**src/rtl/pwm_pkg.sv**
```systemverilog
// Shared definitions for the PWM subsystem: register map, ctrl bit positions
// and the ramp sequencer state encoding.
package pwm_pkg;

  localparam logic [15:0] REG_CTRL = 16'h0000;
  localparam logic [15:0] REG_DIV  = 16'h0002;
  localparam logic [15:0] REG_PER  = 16'h0004;
  localparam logic [15:0] REG_DUTY = 16'h0006;

  localparam int CTRL_EXT_CLK  = 0;
  localparam int CTRL_PWM_EN   = 1;
  localparam int CTRL_CNT_EN   = 2;
  localparam int CTRL_CONT     = 3;
  localparam int CTRL_OUT_EN   = 4;
  localparam int CTRL_IRQ_CLR  = 5;
  localparam int CTRL_DUTY_SEL = 6;
  localparam int CTRL_SOFT_RST = 7;

  typedef enum logic [3:0] {
    ST_IDLE,
    ST_WR_DIV,
    ST_WR_PER,
    ST_WR_DUTY,
    ST_WR_CTRL,
    ST_WAIT,
    ST_STEP,
    ST_FINISH,
    ST_ERR
  } seq_state_e;

  function automatic logic [15:0] min16(input logic [15:0] a, input logic [15:0] b);
    return (a < b) ? a : b;
  endfunction

endpackage

```
**src/rtl/wb_master_write.sv**
```systemverilog
// Single Wishbone write: strobe from the req cycle until ack, or until the
// ack timer expires. done/timeout pulse in the cycle after the bus is released.
module wb_master_write #(
  parameter int unsigned ACK_TIMEOUT = 16
) (
  input  logic        clk,
  input  logic        rst,
  input  logic        req,
  input  logic [15:0] adr,
  input  logic [15:0] data,
  input  logic        ack,
  output logic        cyc,
  output logic        stb,
  output logic        we,
  output logic [15:0] wb_adr,
  output logic [15:0] wb_data,
  output logic        done,
  output logic        timeout
);

  localparam logic [15:0] TMR_LOAD = 16'(ACK_TIMEOUT - 1);

  logic        pend;
  logic [15:0] tmr;
  logic [15:0] tmr_now;

  // req is a registered one-cycle pulse from the owner, so the bus goes active
  // in the same cycle the owner enters its write state; adr/data are held by it.
  assign cyc     = req | pend;
  assign stb     = cyc;
  assign we      = cyc;
  assign wb_adr  = adr;
  assign wb_data = data;
  assign tmr_now = req ? TMR_LOAD : tmr;

  always_ff @(posedge clk) begin
    if (rst) begin
      pend    <= 1'b0;
      tmr     <= '0;
      done    <= 1'b0;
      timeout <= 1'b0;
    end else begin
      done    <= 1'b0;
      timeout <= 1'b0;
      if (cyc) begin
        if (ack) begin
          pend <= 1'b0;
          done <= 1'b1;
        end else if (tmr_now == '0) begin
          pend    <= 1'b0;
          timeout <= 1'b1;
        end else begin
          pend <= 1'b1;
          tmr  <= tmr_now - 16'd1;
        end
      end
    end
  end

endmodule

```
**src/rtl/pwm_ramp_sequencer.sv**
```systemverilog
// Wishbone master that programs the PWM register file, then ramps the duty
// register from start to end duty in saturating steps at a fixed interval.
//
// state    | meaning
// ---------+---------------------------------------------------------
// IDLE     | waiting for i_start; config inputs latched on start
// WR_DIV   | writing divisor
// WR_PER   | writing period
// WR_DUTY  | writing clamped start duty
// WR_CTRL  | writing ctrl
// WAIT     | counting i_step_interval before the next duty step
// STEP     | writing the next saturated duty value
// FINISH   | o_done pulse, back to IDLE
// ERR      | ack timeout seen, back to IDLE
module pwm_ramp_sequencer
  import pwm_pkg::*;
#(
  parameter int unsigned ACK_TIMEOUT = 16,
  parameter logic [15:0] ADR_CTRL    = REG_CTRL,
  parameter logic [15:0] ADR_DIV     = REG_DIV,
  parameter logic [15:0] ADR_PER     = REG_PER,
  parameter logic [15:0] ADR_DUTY    = REG_DUTY
) (
  input  logic        i_clk,
  input  logic        i_rst,
  input  logic        i_start,
  input  logic        i_abort,
  input  logic [15:0] i_ctrl,
  input  logic [15:0] i_divisor,
  input  logic [15:0] i_period,
  input  logic [15:0] i_duty_start,
  input  logic [15:0] i_duty_end,
  input  logic [15:0] i_duty_step,
  input  logic [15:0] i_step_interval,
  input  logic        i_wb_ack,
  output logic        o_wb_cyc,
  output logic        o_wb_stb,
  output logic        o_wb_we,
  output logic [15:0] o_wb_adr,
  output logic [15:0] o_wb_data,
  output logic        o_busy,
  output logic        o_done,
  output logic        o_err,
  output logic [15:0] o_cur_duty
);

  seq_state_e  state;
  logic [15:0] cfg_ctrl, cfg_div, cfg_per, cfg_start, cfg_step, cfg_intv;
  logic [15:0] end_duty, cur_duty, wait_cnt, wr_adr, wr_data, step_duty;
  logic        dir_up, wr_req, abort_pend, err_q;
  logic        wr_done, wr_timeout;
  logic [16:0] up_sum;
  logic [15:0] down_gap;
  logic [15:0] start_clamp, end_clamp;

  assign start_clamp = min16(i_duty_start, i_period);
  assign end_clamp   = min16(i_duty_end, i_period);

  // Saturate toward end_duty; the 17-bit sum catches 16-bit wrap on the way up.
  always_comb begin
    up_sum    = {1'b0, cur_duty} + {1'b0, cfg_step};
    down_gap  = cur_duty - end_duty;
    step_duty = end_duty;
    if (cfg_step != 16'd0) begin
      if (dir_up) begin
        if (up_sum <= {1'b0, end_duty}) step_duty = up_sum[15:0];
      end else if (cfg_step <= down_gap) begin
        step_duty = cur_duty - cfg_step;
      end
    end
  end

  always_ff @(posedge i_clk) begin
    if (i_rst) begin
      state      <= ST_IDLE;
      cfg_ctrl   <= '0;
      cfg_div    <= '0;
      cfg_per    <= '0;
      cfg_start  <= '0;
      cfg_step   <= '0;
      cfg_intv   <= '0;
      end_duty   <= '0;
      cur_duty   <= '0;
      wait_cnt   <= '0;
      wr_adr     <= '0;
      wr_data    <= '0;
      dir_up     <= 1'b0;
      wr_req     <= 1'b0;
      abort_pend <= 1'b0;
      err_q      <= 1'b0;
    end else begin
      wr_req <= 1'b0;
      if (state != ST_IDLE && i_abort) abort_pend <= 1'b1;
      if (o_wb_cyc && i_wb_ack && (state == ST_WR_DUTY || state == ST_STEP))
        cur_duty <= wr_data;

      unique case (state)
        ST_IDLE: begin
          abort_pend <= 1'b0;
          if (i_start && !i_abort) begin
            cfg_ctrl  <= i_ctrl;
            cfg_div   <= i_divisor;
            cfg_per   <= i_period;
            cfg_start <= start_clamp;
            cfg_step  <= i_duty_step;
            cfg_intv  <= i_step_interval;
            end_duty  <= end_clamp;
            dir_up    <= (end_clamp >= start_clamp);
            err_q     <= 1'b0;
            wr_req    <= 1'b1;
            wr_adr    <= ADR_DIV;
            wr_data   <= i_divisor;
            state     <= ST_WR_DIV;
          end
        end

        ST_WR_DIV, ST_WR_PER, ST_WR_DUTY, ST_WR_CTRL, ST_STEP: begin
          if (wr_timeout) begin
            err_q <= 1'b1;
            state <= ST_ERR;
          end else if (wr_done) begin
            if (abort_pend || i_abort) begin
              state <= ST_IDLE;
            end else if (state == ST_WR_DIV) begin
              wr_req  <= 1'b1;
              wr_adr  <= ADR_PER;
              wr_data <= cfg_per;
              state   <= ST_WR_PER;
            end else if (state == ST_WR_PER) begin
              wr_req  <= 1'b1;
              wr_adr  <= ADR_DUTY;
              wr_data <= cfg_start;
              state   <= ST_WR_DUTY;
            end else if (state == ST_WR_DUTY) begin
              wr_req  <= 1'b1;
              wr_adr  <= ADR_CTRL;
              wr_data <= cfg_ctrl;
              state   <= ST_WR_CTRL;
            end else if (cur_duty == end_duty) begin
              state <= ST_FINISH;
            end else begin
              wait_cnt <= cfg_intv;
              state    <= ST_WAIT;
            end
          end
        end

        ST_WAIT: begin
          if (i_abort || abort_pend) begin
            state <= ST_IDLE;
          end else if (wait_cnt == 16'd0) begin
            wr_req  <= 1'b1;
            wr_adr  <= ADR_DUTY;
            wr_data <= step_duty;
            state   <= ST_STEP;
          end else begin
            wait_cnt <= wait_cnt - 16'd1;
          end
        end

        ST_FINISH: state <= ST_IDLE;
        ST_ERR:    state <= ST_IDLE;
        default:   state <= ST_IDLE;
      endcase
    end
  end

  wb_master_write #(
    .ACK_TIMEOUT(ACK_TIMEOUT)
  ) u_wb_master_write (
    .clk    (i_clk),
    .rst    (i_rst),
    .req    (wr_req),
    .adr    (wr_adr),
    .data   (wr_data),
    .ack    (i_wb_ack),
    .cyc    (o_wb_cyc),
    .stb    (o_wb_stb),
    .we     (o_wb_we),
    .wb_adr (o_wb_adr),
    .wb_data(o_wb_data),
    .done   (wr_done),
    .timeout(wr_timeout)
  );

  assign o_busy     = (state != ST_IDLE);
  assign o_done     = (state == ST_FINISH);
  assign o_err      = err_q;
  assign o_cur_duty = cur_duty;

endmodule

```
**config.mk**
```make
export PLATFORM = sky130hd
export DESIGN_NAME = pwm_ramp_sequencer
export DESIGN_NICKNAME = d
export VERILOG_FILES = /design/src/rtl/pwm_pkg.sv /design/src/rtl/wb_master_write.sv /design/src/rtl/pwm_ramp_sequencer.sv
export SDC_FILE = /design/constraint.sdc
export NUM_CORES = 1
export LEC_CHECK = 0
export CELL_PAD_IN_SITES_DETAIL_PLACEMENT = 0
export CELL_PAD_IN_SITES_GLOBAL_PLACEMENT = 2
export CORE_ASPECT_RATIO = 1.75
export CORE_MARGIN = 4
export CORE_UTILIZATION = 36
export DETAILED_ROUTE_END_ITERATION = 6
export PLACE_DENSITY_LB_ADDON = 0.1
export RECOVER_POWER = 50
export SLEW_MARGIN = 20
export SYNTH_ARGS = -nofsm -noshare
export SYNTH_HDL_FRONTEND = slang
export SYNTH_SLANG_ARGS = --single-unit
```
**constraint.sdc**
```tcl
create_clock -name i_clk -period 8.27 [get_ports i_clk]
set_input_delay 0.827 -clock i_clk [delete_from_list [all_inputs] [get_ports i_clk]]
set_output_delay 0.827 -clock i_clk [all_outputs]
set_load 0.005 [all_outputs]
```
== Word level (Yosys, flattened, before mapping) ==
Cells that the tools add are included.
Storage, ports and cells
  bits of input ports: 117
  bits in registers: 187
  output and inout bits: 54
  logic and storage cells: 146
Operators by class
  $add $sub $neg: 5
  reductions and logical operators: 25
  muxes and demuxes: 65
  eq/ne operators: 23
  bitwise logic cells: 4
  order comparisons: 5
Operators by type and width (number)
  two-way mux 16 bit: 34
  case mux 16 bit (3 select lines): 2
  logical NOT 16 bit: 2
  < comparator 16 bit: 2
  case mux 16 bit (2 select lines): 1
  subtractor 16 x 1 -> 16 bit (second input constant): 2
  subtractor 16 bit: 2
  two-way mux 4 bit: 5
  inequality test 2 bit (second input constant): 10
  adder 16 x 16 -> 17 bit: 1
  less-or-equal comparator 17 x 16 -> 1 bit: 1
  == test 16 bit: 1
  == test 4 x 3 -> 1 bit (second input constant): 4
  greater-or-equal comparator 16 bit: 1
  less-or-equal comparator 16 bit: 1
  nonzero test 16 bit: 1
  two-way mux 1 bit: 15
  case mux 4 bit (3 select lines): 1
  AND reduction 10 bit: 1
  two-way mux 3 bit: 3
  AND reduction 3 bit: 3
  == test 4 x 2 -> 1 bit (second input constant): 2
  AND reduction 8 bit: 1
  OR reduction 5 bit: 1
  20 further kinds: 30

== Depth between registers and ports, before layout ==
Gate-level depths: netlist of the first run.
  word-level depth: 9
  mapped depth: 22

== Hierarchy ==
Synthesis of the first run repeated with hierarchy kept, for this count alone.
Unflattened totals
  cells, all modules: 1585
  area, all modules: 12508.2 µm²
By module, submodules not included
  pwm_ramp_sequencer: area an instance 11094.4 µm², sequential area each 3083.0 µm², cells an instance 1415, times used 1
  wb_master_write: area an instance 1413.9 µm², sequential area each 380.4 µm², cells an instance 170, times used 1

== Least setup slack after synthesis of the first run ==
Ideal clock, no wire load.
  path type: register to register
  start: register cur_duty[1] (netlist: o_cur_duty[1])
  end: register wr_data[0]
  slack: 4.027 ns
  data arrival time: 4.152 ns
  clock period less this slack: 4.243 ns
  cell stages (with the launch flop): 17
  buffers on the path: 1
  cell sequence: dfxtp_1 > ha_1 > nor2b_1 > o21a_1 > o21ai_0 > nand2b_1 > a31o_2 > a311oi_1 > nor2_1 > xnor2_1 > ha_1 > nand4_1 > or4_1 > a21oi_1 > clkbuf_1 > o311ai_0 > a311oi_1
On the way
  word-level cells in the longest chain between the ends: 8
  elaborated cells between the ends (all ways): 11
  those cells by class: 2 x add/sub; 2 x order compare; 7 x mux
RTL lines
  from (decl): RTL line pwm_ramp_sequencer.sv:49  | logic [15:0] end_duty, cur_duty, wait_cnt, wr_adr, wr_data, step_duty;
  from (signal assigned): RTL line pwm_ramp_sequencer.sv:95  | cur_duty <= wr_data;
  adder 16 x 16 -> 17 bit / subtractor 16 bit (equally long branches): RTL line pwm_ramp_sequencer.sv:61, pwm_ramp_sequencer.sv:62
  less-or-equal comparator 17 x 16 -> 1 bit / less-or-equal comparator 16 bit (equally long branches): RTL line pwm_ramp_sequencer.sv:66, pwm_ramp_sequencer.sv:67
  two-way mux 16 bit, on equally long branches: RTL line pwm_ramp_sequencer.sv:66, pwm_ramp_sequencer.sv:67
  two-way mux 16 bit *: RTL line pwm_ramp_sequencer.sv:65  | if (dir_up) begin
  two-way mux 16 bit *: RTL line pwm_ramp_sequencer.sv:64  | if (cfg_step != 16'd0) begin
  two-way mux 16 bit *: RTL line pwm_ramp_sequencer.sv:151  | end else if (wait_cnt == 16'd0) begin
  two-way mux 16 bit *: RTL line pwm_ramp_sequencer.sv:149  | if (i_abort || abort_pend) begin
  case mux 16 bit (3 select lines) *: RTL line pwm_ramp_sequencer.sv:97  | unique case (state)
  to (signal assigned): RTL line pwm_ramp_sequencer.sv:112  | wr_data <= i_divisor;
  to (signal assigned): RTL line pwm_ramp_sequencer.sv:127  | wr_data <= cfg_per;
  to (signal assigned): RTL line pwm_ramp_sequencer.sv:154  | wr_data <= step_duty;
  to (decl): RTL line pwm_ramp_sequencer.sv:49
Mark *: on every way between the ends. The rest lies on a longest branch, timed or not. The select of a mux whose other input is x is not followed.
A chain may end at the register's enable or synchronous reset.

== Worst setup path in the final report of the first run ==
  start: register end_duty[0]
  end: register wr_data[11]
On the way
  word-level cells in the longest chain between the ends: 8
  elaborated cells between the ends (all ways): 10
  those cells by class: 1 x add/sub; 2 x order compare; 7 x mux
RTL lines
  from (decl): RTL line pwm_ramp_sequencer.sv:49
  from (signal assigned): RTL line pwm_ramp_sequencer.sv:107  | end_duty <= end_clamp;
  subtractor 16 bit: RTL line pwm_ramp_sequencer.sv:62  | down_gap = cur_duty - end_duty;
  less-or-equal comparator 16 bit: RTL line pwm_ramp_sequencer.sv:67  | end else if (cfg_step <= down_gap) begin
  two-way mux 16 bit: RTL line pwm_ramp_sequencer.sv:67
  two-way mux 16 bit *: RTL line pwm_ramp_sequencer.sv:65
  two-way mux 16 bit *: RTL line pwm_ramp_sequencer.sv:64
  two-way mux 16 bit *: RTL line pwm_ramp_sequencer.sv:151
  two-way mux 16 bit *: RTL line pwm_ramp_sequencer.sv:149
  case mux 16 bit (3 select lines) *: RTL line pwm_ramp_sequencer.sv:97
Marked as above.

==> metrics.md, run 1 <==
| Metric | Value |
|---|---|
| Internal power | 0.00200 W |
| R2r endpoint | wr_data[11] |
| Final Max Tran Viols | 158 |
| Rel. slew slack | -98.6% |
| Largest net degree at the start of global routing | a little over 90 |
| Post-CTS Resized | 0 |
| Cts bufs inserted | 17 |
| CTS hold repair buffers | 0 |
| Top cell type's share of synthesized area | between 20 and 30% |
| Routed Wire Length | ~42 mm |
| Total gr overflow | 0 |
| Die H | approximately 250 microns |
| Initial DRC count | between 500 and 600 |
| Row Count | 90 |
| Crit path time final | about 5.2 ns |
| Critical path's slowest cell | dfxtp_1 |
| Ranking of synthesized cells by area | dfxtp_1, ha_1, a21oi_1 |
| Share of cells above drive strength 1 | 5.36% |
| Chip Width | ~150 microns |
| Area Growth Syn to Fin | 19.3% |
| RSZ-0062 raised after global routing | false |
| IO Pins | 171 |
| Status | finished, violations left |
| Synth unique cells | 83 |
| Routability cong. | between 0.8 and 0.9 |
| Setup violators final | 0 |
| Worst skew pair latency | about 0.46 ns |
| Die area | 0.0379 sq mm |
| Drt wl/cell | between 15 and 20 microns |
| HP Class | reg2reg |
| Leading area contributor after synthesis | dfxtp_1 |
| Post-route ant nets | 0 |
| Setup Skew | 0.0123 ns |
| Synth Cell Area | approximately 0.013 sq mm |
| Fmax | approximately 190 MHz |
| Slew @ Worst Pin | 2.98 ns |
| Synth Instances | 1585 |
| Comb pwr share | between 40% and 50% |
| Async SR Flop Fraction | 0% |
| Post-CTS Setup Bufs | 0 |
| Ys flop type | dfxtp_1 |
| Clk sinks | between 150 and 200 |
| Worst reg2reg path startpoint | end_duty[0] |
| Worst path cell trace | ha_1, inv_1, fa_1, a21o_1, a21oi_1, o21bai_1, a21oi_1, o21bai_1, a21oi_1, nor4b_1, a211oi_1, ha_1, nand4_1, a2111o_1, o211ai_1, a21oi_1, buf_4, nor2_1, nand3_1, a311oi_1 |
| Peak VDD IR | 0.127 mV |
| Period utilization | a little over three fifths |
| Via Count | between 10000 and 15000 |
| Via density | around 5.4 |
| CTS tree | yes |
| TNS Setup | 0 ns |
| Total Routing Usage GR | between 20 and 25% |
| P_sw | between 0.001 and 0.0015 W |
| Hold Violations, Final | 0 |
| Router iterations before antenna repair | 7 |
| Hold Path Stages | 2 |
| First-pass GRT wire length | 63.9 mm |
| Total power draw | 0.00342 W |
| PortBufs | approximately 160 |
| Critical path class | reg2reg |
| Failing checks | capacitance limit, slew limit |
| Detailed placement HPWL | roughly 32 mm |
| R2R depth | 20 |
| Number of synthesis warnings | 0 |
| Slowest stage delay, CP | approximately 0.48 ns |
| Layout fillers | 3603 |
| Core area | approximately 0.034 sq mm |
| H-tree Lvls | 4 |
| Sw Ratio | between 40% and 50% |
| EDFF count, synth | 0 |
| Syn_area_per_cell | about 8 sq um |
| LEAKAGE | between 5 and 6 nW |
| Seq cells post-synth | 173 |
| Combined area of the multi-input logic cells | between 0.008 and 0.009 sq mm |
| Reg power frac | a little under a third |
| Critical-path maximum fanout | 16 |
| Clock tree buffer depth | 2 |
| Hold Crit Start | cfg_ctrl[4] |
| Clk root buf | clkbuf_16 |
| Crit path arrival time | about 5.5 ns |
| Reg2Reg Setup Slack | between 3 and 4 ns |
| Post-layout nets | roughly 1900 |
| P per Cell Area | 229 mW/mm^2 |
| Initial Utilization | between 30% and 40% |
| Sequential area share after synthesis | 27.7% |
| Crit path required time | between 8 and 9 ns |
| Setup crit start kind | register |
| Storage cell area | approximately 0.0035 sq mm |
| Drt drc | 0 |
| Reg clk slew, reported paths | ~0.080 ns |
| Clock share of power | between 20 and 30% |
| WHS Endpoint | cfg_ctrl[4] |
| Antenna violations before repair | 0 |
| Vias in the first global route | ~11000 |
| CP endpoint kind | register |
| Crit-path most repeated cell | a21oi_1 |
| Maxcap violations | 4 |
==> per-layer routing <==
metal  vias up  routed length (microns)  global-route usage (%)
met4         0                      830                    6.31
met2       213                    21600                    39.0
met1      5569                    17800                    26.1
met5         -                        0                       0
met3        33                     1370                    3.00
li1       5906                        -                       -
==> placed cells by master, fill, tap and decap left out, drive strengths merged, types with 11 or more instances in the layout <==
cell type / Yosys / routed
a211oi: 52 / 52
a21o: 23 / 23
a21oi: 160 / 160
a22oi: 17 / 17
a311oi: 20 / 20
a31oi: 22 / 22
clkbuf: 57 / 22
clkdlybuf4s50: 0 / 116
conb: 1 / 14
dfxtp: 173 / 173
dlygate4sd3: 0 / 39
ha: 126 / 126
inv: 78 / 84
mux2: 18 / 18
mux2i: 43 / 43
nand2: 181 / 181
nand2b: 17 / 17
nand3: 33 / 33
nand4: 13 / 13
nor2: 157 / 157
nor2b: 13 / 13
nor3: 42 / 42
nor4: 11 / 11
o211ai: 13 / 13
o21a: 24 / 24
o21ai: 73 / 73
or3: 13 / 13
xnor2: 26 / 26
==> registers in the layout (all words and copies together) (netlist names), 2 cells and up <==
signal	count
cfg_per	16
u_wb_master_write.tmr	16
end_duty	16
state	4
o_cur_duty	16
wr_adr	2
cfg_start	16
wr_data	16
wait_cnt	16
cfg_intv	16
cfg_ctrl	16
cfg_step	16
==> worst max-delay path: cells and delay by family (launching register included) <==
| kind | cells | cell delay [ns] |
|---|---|---|
| buffers and inverters | 2 | 0.27 |
| AND/OR/NAND/NOR | 4 | 0.88 |
| adder cells (fa/ha/maj) | 3 | 0.85 |
| flip-flops | 1 | 0.48 |
| AO/OA/AOI/OAI | 11 | 2.59 |
==> cell usage after synthesis, types with 5 or more instances <==
master    instances
clkbuf_1         57
o211ai_1         13
a31oi_1          22
inv_1            76
buf_1             5
a211oi_1         50
ha_1            126
nand3_1          33
nand2_1         181
a22oi_1          17
nor4b_1           5
o21bai_1          8
o21a_1           24
nor4_1            9
mux2i_1          43
a311oi_1         20
dfxtp_1         173
nor3b_1           6
a21oi_1         159
xor2_1           10
a21o_1           23
nand2b_1         17
o21ai_1           6
o31ai_1           5
o21ai_0          67
nor2b_1          13
mux2_2           18
or2_2             7
nor3_1           40
nand4_1          13
or3_1            13
xnor2_1          26
buf_4            17
a22o_1            9
and2_1            6
buf_2            21
nor2_1          157
==> power groups by stage <==
| stage | Combinational [W] | Sequential (W) | Clock (W) |
|---|---|---|---|
| global route | 0.00167 | 0.00106 | 0.000930 |
| finish | 0.00151 | 0.00104 | 0.000870 |
| global placement | 0.00151 | 0.00106 | 0 |
| detailed placement | 0.00152 | 0.00106 | 0 |
| floorplan | 0.00109 | 0.00101 | 0 |
| CTS | 0.00153 | 0.00104 | 0.000897 |
==> cells by family (layout without fill, tap and decap cells) <==
group           after synthesis  count (layout)  synth area share [%]
buf+inv                     180             279                  6.24
fa+ha+maj                   129             129                  13.1
flops                       173             173                  27.7
simple gates                531             531                  20.3
compound gates              474             474                  25.1
xor+xnor                     36              36                  2.52
mux                          61              61                  5.06
other cells                   1              15                0.0300
==> per-stage QoR <==
stage / hold WS [ns] / instance area [sq um] / util (%) / instances / setup WS [ns]
floorplan: 0.432 / 12600 / - / 1598 / 4.03
global placement: 0.436 / 14300 / 41.6 / 2125 / 3.20
detailed placement: 0.446 / 14300 / 41.6 / 2125 / 3.14
CTS: 0.456 / 15000 / 43.4 / 2157 / 3.13
global route: 0.476 / 14900 / 43.3 / 2157 / 2.63
finish: 0.453 / 14900 / 43.3 / 2158 / 3.08
==> layout make-up <==
| type | count | area share [%] |
|---|---|---|
| inverters | 78 | 1.96 |
| well taps | 460 | 3.86 |
| repair buffers | 169 | 11.0 |
| clock inverters | 15 | 1.34 |
| flip-flops and latches | 173 | 23.2 |
| clock buffers | 17 | 2.85 |
| multi-input cells | 1245 | 55.8 |
| diodes | 1 | 0.0168 |
==> worst max-delay path by stage <==
stage	slack (ns)	cells past startpoint	endpoint	start
floorplan	4.03	16	wr_data[0]	o_cur_duty[1]
global placement	3.20	18	dir_up	i_period[10]
detailed placement	3.14	15	dir_up	i_period[1]
CTS	3.13	18	wr_data[10]	o_cur_duty[1]
global route	2.63	20	wr_data[10]	end_duty[0]
finish	3.08	20	wr_data[11]	end_duty[0]
Note: power is estimated with default switching activity, not from simulation.
==> run 2: changes to the inputs <==
--- a/config.mk
+++ b/config.mk
@@ -9,7 +9,7 @@
 export CELL_PAD_IN_SITES_GLOBAL_PLACEMENT = 2
 export CORE_ASPECT_RATIO = 1.75
 export CORE_MARGIN = 4
-export CORE_UTILIZATION = 36
+export CORE_UTILIZATION = 33
 export DETAILED_ROUTE_END_ITERATION = 6
 export PLACE_DENSITY_LB_ADDON = 0.1
 export RECOVER_POWER = 50
==> constraint.sdc (replaced) <==
create_clock -name i_clk -period 5 [get_ports i_clk]
set_input_delay 0.5 -clock i_clk [delete_from_list [all_inputs] [get_ports i_clk]]
set_output_delay 0.5 -clock i_clk [all_outputs]
set_load 0.005 [all_outputs]
==> run 2 against run 1 <==
The run still ends with capacitance limit, slew limit left. Routed wire length grew 1.0%. Critical path depth is the same. Register-to-register slack lost 2.8 ns. Sequential power grew 65%. Critical path type unchanged. Largest power group unchanged.
==> metrics.md, run 2 (synthesis results as in run 1) <==
| Metric | Value |
|---|---|
| Status | finished, violations left (unchanged) |
| Failing checks | capacitance limit, slew limit (unchanged) |
| Ant diodes | 0 (was 1) |
| Antenna violations before repair | 0 (unchanged) |
| Via density | 5.35 (was 5.43) |
| Met3 wire length | 1.25 mm (was 1.37 mm) |
| Fmax | 211 MHz (was 193 MHz) |
| Crit path required time | 5.35 ns (was 8.62 ns) |
| Crit-path most repeated cell | buf_4 (was a21oi_1) |
| Critical-path maximum fanout | 16 (unchanged) |
| Met2 WL post-DR | 21.5 mm (was 21.6 mm) |
| Vias in the first global route | 12000 (was 11300) |
| Area Growth Syn to Fin | 21.4% (was 19.3%) |
| Post-layout nets | 1958 (was 1930) |
| Clk root buf | clkbuf_16 (unchanged) |
| Reg2Reg Setup Slack | 0.27 ns (was 3.08 ns) |
| Clock tree buffer depth | 2 (unchanged) |
| Row Count | 94 (was 90) |
| Slowest stage delay, CP | 0.46 ns (was 0.48 ns) |
| Rel. slew slack | -44.2% (was -98.6%) |
| Router iterations before antenna repair | 7 (unchanged) |
| Setup crit start kind | register (unchanged) |
| Wire length on met1 | 18.0 mm (was 17.8 mm) |
| First-pass GRT wire length | 66.3 mm (was 63.9 mm) |
| Initial DRC count | 569 (was 589) |
| Commonest non-fill, non-tap cell in the layout | nand2_1 (unchanged) |
| Crit path time final | 4.73 ns (was 5.19 ns) |
| Worst skew pair latency | 0.45 ns (was 0.46 ns) |
| Share of cells above drive strength 1 | 7.19% (was 5.36%) |
| Hold Violations, Final | 0 (unchanged) |
| Cts bufs inserted | 17 (unchanged) |
| Drt wl/cell | 19.1 microns (was 19.3 microns) |
| Initial Utilization | 33.4% (was 36.3%) |
| Detailed placement HPWL | 33.3 mm (was 31.9 mm) |
| Post-route ant nets | 0 (unchanged) |
| Drt drc | 0 (unchanged) |
| Worst reg2reg path startpoint | cfg_step[0] (was end_duty[0]) |
| Crit path buf inv count | 4 (was 2) |
| CTS tree | yes (unchanged) |
| Clk sinks | 173 (unchanged) |
| IO Pins | 171 (unchanged) |
| LEAKAGE | 6.08 nW (was 5.94 nW) |
| Die H | 266 microns (was 255 microns) |
| Final Max Tran Viols | 72 (was 158) |
| DR top layer | met4 (unchanged) |
| Worst path cell trace | ha_1, inv_1, fa_1, nor2_1, o311ai_1, a221oi_2, buf_4, nor3_1, a211oi_1, xnor2_1, ha_1, nand4_1, nor2_2, a41oi_1, a211o_1, a211oi_4, buf_4, buf_4, a32oi_1, a311oi_1 (was ha_1, inv_1, fa_1, a21o_1, a21oi_1, o21bai_1, a21oi_1, o21bai_1, a21oi_1, nor4b_1, a211oi_1, ha_1, nand4_1, a2111o_1, o211ai_1, a21oi_1, buf_4, nor2_1, nand3_1, a311oi_1) |
| WHS Endpoint | cfg_ctrl[14] (was cfg_ctrl[4]) |
| Die area | 0.0412 sq mm (was 0.0379 sq mm) |
| P per Cell Area | 375 mW/mm^2 (was 229 mW/mm^2) |
| Total Routing Usage GR | 20.3% (was 21.4%) |
| Setup violators final | 0 (unchanged) |
| Critical path's slowest cell | dfxtp_1 (unchanged) |
| CTS hold repair buffers | 0 (unchanged) |
| Crit path arrival time | 5.08 ns (was 5.54 ns) |
| Routability cong. | 0.866 (was 0.895) |
| R2r endpoint | wr_data[13] (was wr_data[11]) |
| R2R depth | 20 (unchanged) |
| Setup slack at placement | 0.0684 ns (was 3.14 ns) |
| CP endpoint kind | register (unchanged) |
| Final WS setup | 0.266 ns (was 3.08 ns) |
| Total power draw | 0.00570 W (was 0.00342 W) |
| Largest net degree at the start of global routing | 118 (was 93) |
| Maxcap violations | 2 (was 4) |
| HP Class | reg2reg (unchanged) |
| Period utilization | 94.7% (was 62.8%) |
| H-tree Lvls | 4 (unchanged) |
| PortBufs | 156 (unchanged) |
| Core area | 0.0375 sq mm (was 0.0345 sq mm) |
| Most frequent cells in the layout | nand2_1, dfxtp_1, a21oi_1 (unchanged) |
| Chip Width | 155 microns (was 149 microns) |
| Hold Crit Start | cfg_ctrl[14] (was cfg_ctrl[4]) |
| Critical path class | reg2reg (unchanged) |
| Peak VDD IR | 0.170 mV (was 0.127 mV) |
| Total gr overflow | 0 (unchanged) |
| Reg clk slew, reported paths | 0.07 ns (was 0.08 ns) |
| Via Count | 11800 (was 11700) |
| Routed Wire Length | 42.1 mm (was 41.7 mm) |
| Slew @ Worst Pin | 2.16 ns (was 2.98 ns) |
| Hold Path Stages | 2 (unchanged) |
| Setup Skew | 0.0121 ns (was 0.0123 ns) |
| Worst path top cell family by delay | compound AO/OA/AOI/OAI gates (unchanged) |
[run 2: per-layer routing]
metal	vias up	global-route usage, %
met4	0	7.32
met5	-	0
li1	5971	-
met2	210	36.5
met1	5532	24.3
met3	68	2.87
[run 2: through the flow]
step,setup TNS [ns],cells,instance area [sq um],hold WS (ns),utilization [%]
2_1_floorplan,0,1598,12600,0.432,-
3_3_place_gp,0,2171,14600,0.438,38.8
3_5_place_dp,0,2171,14600,0.447,38.8
4_1_cts,0,2202,15200,0.456,40.5
5_1_grt,-0.121,2204,15200,0.470,40.5
6_report,0,2204,15200,0.453,40.5
[run 2: worst max-delay path by stage]
stage	cells past startpoint	to	slack, ns	startpoint
global placement	19	wr_data[13]	0.13	cfg_step[0]
floorplan	16	wr_data[0]	0.76	o_cur_duty[1]
detailed placement	17	wr_data[13]	0.07	cfg_step[4]
global route	20	wr_data[9]	-0.04	cfg_step[0]
CTS	17	wr_data[13]	0.04	cfg_step[4]
finish	20	wr_data[13]	0.27	cfg_step[0]
[run 2: power by group]
group	leakage, nW	switching [W]	internal [W]	total (W)
logic	4.37	0.00149	0.00105	0.00255
clock network	0.302	0.000627	0.000811	0.00144
registers	1.41	0.000174	0.00154	0.00172
total	6.08	0.00229	0.00341	0.00570
[run 2: worst reg2reg max path: stages, from the launching register on]
cell,delay (ns)
dfxtp_1,0.46
ha_1,0.22
inv_1,0.05
fa_1,0.41
nor2_1,0.23
o311ai_1,0.17
a221oi_2,0.27
buf_4,0.18
nor3_1,0.05
a211oi_1,0.27
xnor2_1,0.14
ha_1,0.32
nand4_1,0.12
nor2_2,0.19
a41oi_1,0.22
a211o_1,0.33
a211oi_4,0.20
buf_4,0.25
buf_4,0.17
a32oi_1,0.10
a311oi_1,0.28
[run 2: cell type report]
type                            count  area (sq um)
Clock buffer                       18           439
Clock inverter                     13           183
Fill cell                        3983         22300
Inverter                           78           293
Multi-Input combinational cell   1245          8350
Sequential cell                   173          3460
Tap cell                          480           601
Timing Repair Buffer              197          1860
[run 2: repair_timing]
| item | CTS | global route |
|---|---|---|
| gates resized for setup | 0 | 5 |
| buffers inserted | 0 | 2 |
| setup endpoints to repair | 0 | 16 |
==> patch (settings of run 2) <==
Re-encode `seq_state_e` (9 states) as one-hot, 9 bits wide.
--- a/src/rtl/pwm_pkg.sv
+++ b/src/rtl/pwm_pkg.sv
@@ -18,12 +18,12 @@
 
-  typedef enum logic [3:0] {
-    ST_IDLE,
-    ST_WR_DIV,
-    ST_WR_PER,
-    ST_WR_DUTY,
-    ST_WR_CTRL,
-    ST_WAIT,
-    ST_STEP,
-    ST_FINISH,
-    ST_ERR
+  typedef enum logic [8:0] {
+    ST_IDLE    = 9'b000000001,
+    ST_WR_DIV  = 9'b000000010,
+    ST_WR_PER  = 9'b000000100,
+    ST_WR_DUTY = 9'b000001000,
+    ST_WR_CTRL = 9'b000010000,
+    ST_WAIT    = 9'b000100000,
+    ST_STEP    = 9'b001000000,
+    ST_FINISH  = 9'b010000000,
+    ST_ERR     = 9'b100000000
   } seq_state_e;
Behaviour: same outputs for any inputs over 4 cycles, from zero or initial values and one cycle with i_rst high; so few cycles prove little.
==> patch against run 2 <==
- the run still ends with capacitance limit, slew limit left
- sequential cell count rose by 5
- cell count grew 13%
- worst setup slack worse by 0.063 ns
- global-route usage increased by 4.6 points
- non-clock buffer count up 50
- cell area increased by 10%
- synthesized area grew 11%
- routed wire length rose by 37%
- fmax shrank 1.3%
- critical path depth decreased by 1
Power is not compared: it rests on default switching activity, and its combinational part moved more than twofold at a synthesized area within 25%.
==> patch: results (changes against run 2) <==
[power_and_ir_drop]
ir_drop_uv = 259
p_leak_nw = 6.92

[yosys]
synthTopCellsByArea = dfxtp_1 26%, ha_1 11%, a21oi_1 6.4%
ys_types = 84  ; +1.2%
seq_area_frac_synth_pct = 25.7  ; -1.9 points
synth_common_cells = 193 x nand2_1, 180 x nor2_1, 178 x dfxtp_1, 177 x a21oi_1, 126 x ha_1
yosysWarnings = 0  ; unchanged
synthCells = 1781  ; +12%
async_reset_ff_share_pct = 0  ; unchanged
synth_flop_cell = dfxtp_1

[cells_and_area]
fin_nets = 2168  ; +11%
drive_gt1_share_pct = 8.68  ; +1.5 points
fill_cells = 4437  ; +11%
diodes = 0  ; unchanged

[place]
io_buffers = 156  ; unchanged
dp_hpwl_mm = 45.2  ; +36%
dp.cells = 2456  ; +13%
post-place-ws_ns = -0.0160  ; -0.0844 ns
gp_routability_congestion = 0.906  ; +4.7%

[clock_tree]
numCtsBuffers = 17  ; unchanged
clk_latency_ns = 0.47  ; +0.02 ns
htree_levels = 4  ; unchanged
clk_pin_slew_ns = 0.07  ; about the same
clock_path_buffers = 2  ; unchanged
cts_root_buffer = clkbuf_16

[outcome]
violations = capacitance limit, slew limit
outcome = finished, violations left

[timing]
skew_ns = 0.0175  ; +0.00546 ns
slew_headroom_pct = -21.1  ; +23 points
drv_slew = 75  ; +4.2%

[grt]
grt_pass1_vias = 14200  ; +19%
grtUsageTotal_pct = 24.9  ; +4.6 points
grt_max_degree = 109  ; -7.6%
grt_pass1_wl_mm = 86.8  ; +31%
antenna_found_initial = 1  ; +1

[job]
drv_cap = 2  ; unchanged

[detailed_routing]
drt-initial-drc-count = 973  ; +71%
viasPerCell = 5.68  ; +6.3%
wire_per_inst_um = 23.2  ; +22%
dr.pass1.iters = 5  ; -2
wirelength_mm = 57.8  ; +37%

[hold_path]
hp-class = reg2reg

[critical_path]
critPathMaxFanout = 4  ; -12

-- patch: cell types whose count changed after synthesis, moves of 11 or more --
cell       change
a2111oi_0     +30
a211oi_1      -18
a21oi_1       +18
a311oi_1      -11
a41o_1        +33
clkbuf_1      +36
mux2i_1       +26
nand2_1       +12
nor2_1        +23
nor2b_1       +13
o21a_1        -20
o22ai_1       +29
-- patch: layout make-up --
| class | count | share of cell area, % |
|---|---|---|
| multi-input cells | 1397 | 56.0 |
| well taps | 555 | 4.14 |
| clock inverters | 13 | 0.887 |
| flip-flops and latches | 178 | 21.3 |
| repair buffers | 247 | 13.4 |
| inverters | 81 | 1.81 |
| clock buffers | 19 | 2.58 |
-- patch: worst max-delay path: stages (launching register included) --
cell and delay (ns):
dfxtp_2 0.35, ha_1 0.17, inv_1 0.06, fa_1 0.42
nor2_2 0.15, o311a_1 0.23, o211ai_1 0.10, buf_4 0.18
a31oi_2 0.21, nor4_1 0.06, a311o_1 0.36, ha_1 0.30
a21o_1 0.17, a21oi_2 0.16, or3b_2 0.49, o31ai_4 0.31
a21o_1 0.18, nand2_1 0.09, a2111o_1 0.44, a311oi_1 0.28
-- patch: cell families after synthesis --
kind of cell / after synthesis / share of synthesized area [%]
buf+inv: 219 / 6.89
flops: 178 / 25.7
mux: 86 / 6.37
compound gates: 550 / 27.1
other cells: 1 / 0.0271
xor+xnor: 41 / 2.59
simple gates: 577 / 19.4
fa+ha+maj: 129 / 11.8
-- patch: final timing paths --
kind                 startpoint         end  slack (ns)  depth (start not counted)
setup / recovery  o_cur_duty[0]  wr_data[6]        0.20                         19
hold / removal            o_err       o_err        0.46                          2
setup reg to reg  o_cur_duty[0]  wr_data[6]        0.20                         19
hold reg to reg           o_err       o_err        0.46                          2
-- patch: power by group --
| group | switching (mW) | internal, mW |
|---|---|---|
| Clock | 0.701 | 0.707 |
| Combinational | 3.31 | 2.17 |
| Sequential | 0.396 | 1.81 |
-- patch: repair_timing --
item	CTS	global route
setup endpoints to repair	2	15
setup buffers	0	2
gates resized for setup	1	13
pin swaps	0	6
-- patch: metal layers --
layer / global-route usage (%) / vias up / part of all wire [%]
met5: 0 / - / 0
met4: 13.0 / 0 / 5.6
met3: 2.33 / 129 / 3.5
met2: 45.1 / 448 / 52
met1: 28.6 / 6774 / 39
li1: - / 6798 / -
-- patch: per-stage QoR --
| stage | util [%] | hold WS, ns | cell area, um^2 | TNS, ns |
|---|---|---|---|---|
| after detailed placement | 39.0 | 0.448 | 16200 | -0.0160 |
| after global placement | 39.0 | 0.446 | 16200 | 0 |
| final | 40.3 | 0.456 | 16800 | 0 |
| after floorplan | - | 0.432 | 13900 | 0 |
| after CTS | 40.4 | 0.459 | 16800 | 0 |
| after global routing | 40.3 | 0.476 | 16800 | 0 |
